<file path="src/rtl/dm_port_scheduler.sv">
// Data-memory port sequencer: drains the store buffer ahead of any pipeline load,
// issues loads on the same port, extracts/extends load data and answers fences.
module dm_port_scheduler (
  input  logic        clk,
  input  logic        rst_n,
  input  logic [73:0] fifo_data_out,
  input  logic        fifo_empty,
  input  logic        st_push,
  output logic        fifo_rd_en,
  input  logic        ld_req,
  input  logic [31:0] ld_addr,
  input  logic [1:0]  ld_size,
  input  logic        ld_unsigned,
  output logic        ld_done,
  output logic [31:0] ld_rdata,
  input  logic        fence_req,
  output logic        fence_done,
  output logic        mem_req,
  output logic        mem_we,
  output logic [31:0] mem_addr,
  output logic [31:0] mem_wdata,
  output logic [3:0]  mem_wstrb,
  input  logic        mem_gnt,
  input  logic        mem_rvalid,
  input  logic [31:0] mem_rdata,
  output logic        busy
);

  typedef enum logic [1:0] {IDLE, ST_REQ, LD_REQ, LD_WAIT} state_t;

  state_t      state, state_nxt;
  logic [31:0] lat_addr;
  logic [1:0]  lat_size;
  logic        lat_unsigned;
  logic        latch_en;
  logic [31:0] ext_data;
  logic [7:0]  byte_lane;
  logic [15:0] half_lane;
  logic        unused_fifo_bits;

  assign unused_fifo_bits = ^fifo_data_out[5:0];

  always_ff @(posedge clk or negedge rst_n) begin
    if (!rst_n) state <= IDLE;
    else        state <= state_nxt;
  end

  // Stores always win in IDLE; a load is only started with no push in flight
  // and not in the ld_done cycle, where ld_req is still held from the last load.
  always_comb begin
    state_nxt  = state;
    latch_en   = 1'b0;
    mem_req    = 1'b0;
    mem_we     = 1'b0;
    mem_addr   = 32'h0;
    mem_wdata  = 32'h0;
    mem_wstrb  = 4'h0;
    fifo_rd_en = 1'b0;
    case (state)
      IDLE: begin
        if (!fifo_empty) begin
          state_nxt = ST_REQ;
        end else if (ld_req && !st_push && !ld_done) begin
          state_nxt = LD_REQ;
          latch_en  = 1'b1;
        end
      end
      ST_REQ: begin
        mem_req   = 1'b1;
        mem_we    = 1'b1;
        mem_addr  = fifo_data_out[73:42];
        mem_wdata = fifo_data_out[41:10];
        mem_wstrb = fifo_data_out[9:6];
        if (mem_gnt) begin
          fifo_rd_en = !fifo_empty;
          state_nxt  = IDLE;
        end
      end
      LD_REQ: begin
        mem_req  = 1'b1;
        mem_addr = {lat_addr[31:2], 2'b00};
        if (mem_gnt) state_nxt = LD_WAIT;
      end
      LD_WAIT: begin
        if (mem_rvalid) state_nxt = IDLE;
      end
      default: state_nxt = IDLE;
    endcase
  end

  always_ff @(posedge clk or negedge rst_n) begin
    if (!rst_n) begin
      lat_addr     <= 32'h0;
      lat_size     <= 2'b00;
      lat_unsigned <= 1'b0;
    end else if (latch_en) begin
      lat_addr     <= ld_addr;
      lat_size     <= ld_size;
      lat_unsigned <= ld_unsigned;
    end
  end

  always_comb begin
    byte_lane = 8'h0;
    half_lane = lat_addr[1] ? mem_rdata[31:16] : mem_rdata[15:0];
    case (lat_addr[1:0])
      2'd0:    byte_lane = mem_rdata[7:0];
      2'd1:    byte_lane = mem_rdata[15:8];
      2'd2:    byte_lane = mem_rdata[23:16];
      default: byte_lane = mem_rdata[31:24];
    endcase
    case (lat_size)
      2'b00:   ext_data = lat_unsigned ? {24'h0, byte_lane} : {{24{byte_lane[7]}}, byte_lane};
      2'b01:   ext_data = lat_unsigned ? {16'h0, half_lane} : {{16{half_lane[15]}}, half_lane};
      default: ext_data = mem_rdata;
    endcase
  end

  always_ff @(posedge clk or negedge rst_n) begin
    if (!rst_n) begin
      ld_done  <= 1'b0;
      ld_rdata <= 32'h0;
    end else begin
      ld_done <= (state == LD_WAIT) && mem_rvalid;
      if ((state == LD_WAIT) && mem_rvalid) ld_rdata <= ext_data;
    end
  end

  assign fence_done = fence_req && (state == IDLE) && fifo_empty && !st_push;
  assign busy       = (state != IDLE);

endmodule

</file>
<file path="config.mk">
export PLATFORM = sky130hd
export DESIGN_NAME = dm_port_scheduler
export DESIGN_NICKNAME = d
export VERILOG_FILES = /design/src/rtl/dm_port_scheduler.sv
export SDC_FILE = /design/constraint.sdc
export NUM_CORES = 1
export LEC_CHECK = 0
export ABC_AREA = 0
export BUFFER_PORTS_ARGS = -buffer_cell sky130_fd_sc_hd__clkbuf_2
export CAP_MARGIN = 25
export CORE_AREA = 10 10 138 109
export DETAILED_ROUTE_END_ITERATION = 6
export DIE_AREA = 0 0 148 119
export GPL_TIMING_DRIVEN = 0
export PLACE_DENSITY = 0.66
export SETUP_SLACK_MARGIN = 0.1
export SYNTH_ARGS = -nofsm -noshare
export SYNTH_HDL_FRONTEND = slang
export SYNTH_SLANG_ARGS = --single-unit
</file>
<file path="constraint.sdc">
create_clock -name clk -period 4.6 [get_ports clk]
set_input_delay 0.92 -clock clk [delete_from_list [all_inputs] [get_ports clk]]
set_output_delay 0.92 -clock clk [all_outputs]
set_load 0.02 [all_outputs]
</file>
# Yosys cells after proc, flatten, opt, wreduce, memory -nomap -nowiden
# Index checks and enable logic that the tools add are counted.
# W data, S select, Z words.
# totals
regBits	70
in_bits	149
elab_cells	52
# op_classes
n_eq_ne	10
muxes	21
n_reduce_logical	15
# op_table
op	count
$pmux W32 S2	2
$mux W32	3
$pmux W8 S3	1
$mux W16	1
$mux W2	5
$pmux W2 S4	1
$mux W1	7
$eq A2 B1 Y1 const B	3
$eq A2 B2 Y1 const B	3
$logic_and A1 B1 Y1	6
$logic_not A2 Y1	3
$ne A2 B2 Y1 const B	3
$mux W4	1
$reduce_and A4 Y1	1
$logic_not A1 Y1	3
$ne A3 B3 Y1 const B	1
$reduce_bool A2 Y1	1
$reduce_or A2 Y1	1

# Longest topological paths before layout
# depth
ltp_word	6
depth_mapped	7
mapped_depth_nobuf	6

# Worst setup path before layout
# No wires, ideal clock.
# synth_timing
path_type	reg-to-output
startpoint	reg state[1]
endpoint	out mem_wdata[14]
arrival_ns	1.711
t_required_ns	3.680
path_slack_ns	1.969
stages_incl_launch_ff	7
cell_sequence	dfrtp_1 inv_1 ha_1 clkbuf_1 clkbuf_1 clkbuf_1 and2_1
# synth_via
elab_chain_len	2
# synth_rtl
element	line_no	source
from (decl)	31	state_t state, state_nxt;
from (signal assigned)	45	else state <= state_nxt;
$eq A2 B1 Y1	59	case (state)
$mux W32	59	
to (decl)	21	output logic [31:0] mem_wdata,
# No other way between the ends.

# Final worst setup path
# layout_timing
startpoint	reg state[1]
endpoint	out mem_addr[4]
# layout_via
elab_chain_len	2
word_cells_on_any_way	3
classes_between	eq/ne (2); mux (1)
# layout_rtl
element	line_no	source
$eq A2 B2 Y1 / $eq A2 B1 Y1 (equally long branches)	59	
$pmux W32 S2 *	59	
to (decl)	20	output logic [31:0] mem_addr,
# Every way passes the cells marked *; elsewhere a longest branch is shown, timed or not.

==> summary.md <==
| Metric | Value |
|---|---|
| Run status | `finished, violations left` |
| Failing checks | `design-rule violations` |
| Min Tclk post-route | `3290 ps` |
| HP Class | `register to register` |
| Worst-case clock buffer depth | `2` |
| Die area | `17600 um^2` |
| Largest net degree at the start of global routing | `37` |
| Area growth syn-to-layout | `42.4%` |
| Grt total ovfl | `0` |
| Number of flops mapped to enable cells by yosys | `0` |
| # setup viols final | `0` |
| Final Worst Setup Slack | `1310 ps` |
| R2r startpoint | `state[0]$_DFFE_PN0P_` |
| Synth Cell Area | `4230 um^2` |
| Lkg Pwr | `0.00296 uW` |
| Post-synth top flop | `dfrtp_1` |
| Post-CTS setup buffers | `0` |
| Switching share of power | `0.451` |
| Overall Power | `4180 uW` |
| Initial Util | `0.337` |
| WHS Path Cells | `2` |
| Post-Syn Area per Cell | `9.92 um^2` |
| Post_cts resized | `0` |
| Ys async rst share | `1.00` |
| R2r setup slk | `2530 ps` |
| VDD IR max | `0.365 mV` |
| FF-to-FF End | `lat_addr[28]$_DFFE_PN0P_` |
| Placed cells | `846` |
| Initial DRC count | `321` |
| Skew final | `6.68 ps` |
| Slew @ Worst Pin | `595 ps` |
| Psw | `1890 uW` |
| Seq/Total Area, Yosys | `0.415` |
| WS Path Type | `register to output pin` |
| Sequential share of power | `0.264` |
| IO Port Bufs | `248` |
| CP endpoint kind | `output pin` |
| Place WS | `1620 ps` |
| Worst hold start | `ld_rdata[1]$_DFFE_PN0P_` |
| CP Max Fanout | `10` |
| CTS clock-pin slew for the worst setup and hold paths | `60 ps` |
| DIE HEIGHT | `119 um` |
| Total CTS buffers | `9` |
| Antenna-violating nets left | `0` |
| Post-synth net total | `579` |
| P_int | `2300 uW` |
| Initial DRT Pass Iterations | `7` |
| H-tree Lvls | `3` |
| Dpl hpwl | `13400 um` |
| Cell Pwr Density | `695 nW/um^2` |
| Combinational share of power | `0.559` |
| Worst-Skew Late Latency | `330 ps` |
| RSZ-0062 raised after global routing | `no` |
| Via/cell ratio | `5.05` |
| Ports | `255` |
| MaxCap Viol Count | `0` |
| Layout Cells excl Fill | `862` |
| Yosys cell types | `38` |
| Die width | `148 um` |
| Crit path required time | `3680 ps` |
| Synth Instances | `426` |
| Clock group share of total power | `0.177` |
| Layout cell share with drive strength beyond 1 | `0.483` |
| Hold buffers post-CTS | `0` |
| Setup_tns | `0 ps` |
| TritonCTS clock tree | `yes` |
| Final Core Density | `0.481` |
| Final Cycle Share | `0.716` |
| Final routed DRC violation total | `2` |
| Gr usage total | `0.176` |
| Yosys reg bits | `70` |
| Clk sinks | `70` |
| Fin nets | `839` |
| Ant diodes | `0` |
| Fmax | `0.304 GHz` |
| Synthesis Warnings | `0` |
| Gp weighted congestion | `0.887` |
| Slew Limit Headroom | `0.603` |
| Routed WL per cell | `18.8 um` |
| Hold Crit Endpoint | `ld_rdata[1]$_DFFE_PN0P_` |
| Vias in the first global route | `4612` |
| Reg2Reg Depth | `6` |
| Row cnt | `36` |
| Most frequent cells in the layout | `clkbuf_2 (248), dfrtp_1 (70), mux2_2 (41), and2_1 (38)` |
| Initial antenna violation count | `0` |
| Core ar. | `12500 um^2` |
| Critical Path AT | `2370 ps` |
| First-pass GRT wire length | `25200 um` |
| Fin. Hold Viols | `0` |
| Slew Limit Fails | `0` |
| Most common cell after layout, fill and taps aside | `clkbuf_2` |
| Drt total wl | `16200 um` |
| CP Launch Type | `register` |
| CTS Root Buffer Type | `clkbuf_16` |
| Vias after detailed routing | `4353` |
layout make-up:
| type | instances | area [um^2] |
|---|---|---|
| buffer | 35 | 195 |
| fill | 1247 | 6500 |
| clock buffer | 9 | 225 |
| timing repair buffer | 249 | 1260 |
| tap | 171 | 214 |
| clock inverter | 7 | 88.8 |
| inverter | 7 | 26.3 |
| sequential | 70 | 1750 |
| multi-input combinational | 314 | 2250 |
cell usage after synthesis (all sizes together) (2+ instances only):
master | n | area, um^2
nand2 | 32 | 128
o221ai | 7 | 61.3
a22o | 3 | 26.3
a22oi | 30 | 225
a21oi | 24 | 120
a221oi | 4 | 35.0
a211oi | 16 | 183
mux2 | 43 | 484
and3b | 6 | 52.6
nand2b | 3 | 18.8
mux2i | 6 | 60.1
and2 | 38 | 238
nor2b | 31 | 194
clkinv | 2 | 7.51
inv | 5 | 18.8
nor2 | 31 | 116
ha | 4 | 50.1
clkbuf | 25 | 95.1
a31oi | 12 | 75.1
buf | 10 | 100
o21ai | 12 | 63.8
a311oi | 6 | 52.6
dfrtp | 70 | 1750
how the worst max path moves through the flow:
| stage | startpoint | end | slack, ps | cells after the start |
|---|---|---|---|---|
| 2_1_floorplan | state[1]$_DFFE_PN0P_ | mem_wdata[14] | 1970 | 6 |
| 3_3_place_gp | state[1]$_DFFE_PN0P_ | mem_addr[4] | 1730 | 7 |
| 3_5_place_dp | state[1]$_DFFE_PN0P_ | mem_wdata[19] | 1620 | 7 |
| 4_1_cts | state[1]$_DFFE_PN0P_ | mem_addr[4] | 1290 | 7 |
| 5_1_grt | state[1]$_DFFE_PN0P_ | mem_wdata[22] | 1080 | 7 |
| 6_report | state[1]$_DFFE_PN0P_ | mem_addr[4] | 1310 | 7 |
power groups by stage:
stage                     Clock (uW)  Sequential (uW)  Combinational, uW
after floorplan                    0             1240               1410
after CTS                        756             1100               2350
after detailed placement           0             1110               2350
after global routing             786             1140               2540
final                            738             1110               2340
after global placement             0             1100               2290
routing by layer:
layer | track usage | wire [um] | up-vias
met5 | 0 | 0 | -
met4 | 0.0476 | 250 | 0
met3 | 0.0564 | 1280 | 21
met2 | 0.291 | 7930 | 174
met1 | 0.217 | 6760 | 2106
li1 | - | - | 2052
flip-flops by register name, summed over array words and instances, names as in the netlist:
name          cells
lat_addr         32
lat_size          2
lat_unsigned      1
ld_done           1
ld_rdata         32
state             2
cell families after synthesis:
group / Yosys count / synth area share
AND/OR/NAND/NOR: 146 / 0.188
AO/OA/AOI/OAI: 115 / 0.204
flip-flops: 70 / 0.415
multiplexers: 49 / 0.129
buffers and inverters: 42 / 0.0524
adder cells (fa/ha/maj): 4 / 0.0118
critical path: stages, from the launching register on:
cell      delay (ps)
dfrtp_1          410
inv_1             90
ha_1             150
clkbuf_1         320
clkbuf_1         520
a22oi_1          220
nor2b_1          160
clkbuf_2         180
through the flow:
step	hold slack, ps	cell area, um^2
floorplan	459	4230
global placement	469	5680
detailed placement	482	5700
CTS	495	6020
global route	515	6020
finish	492	6020
Power figures use the tool's default switching activity.
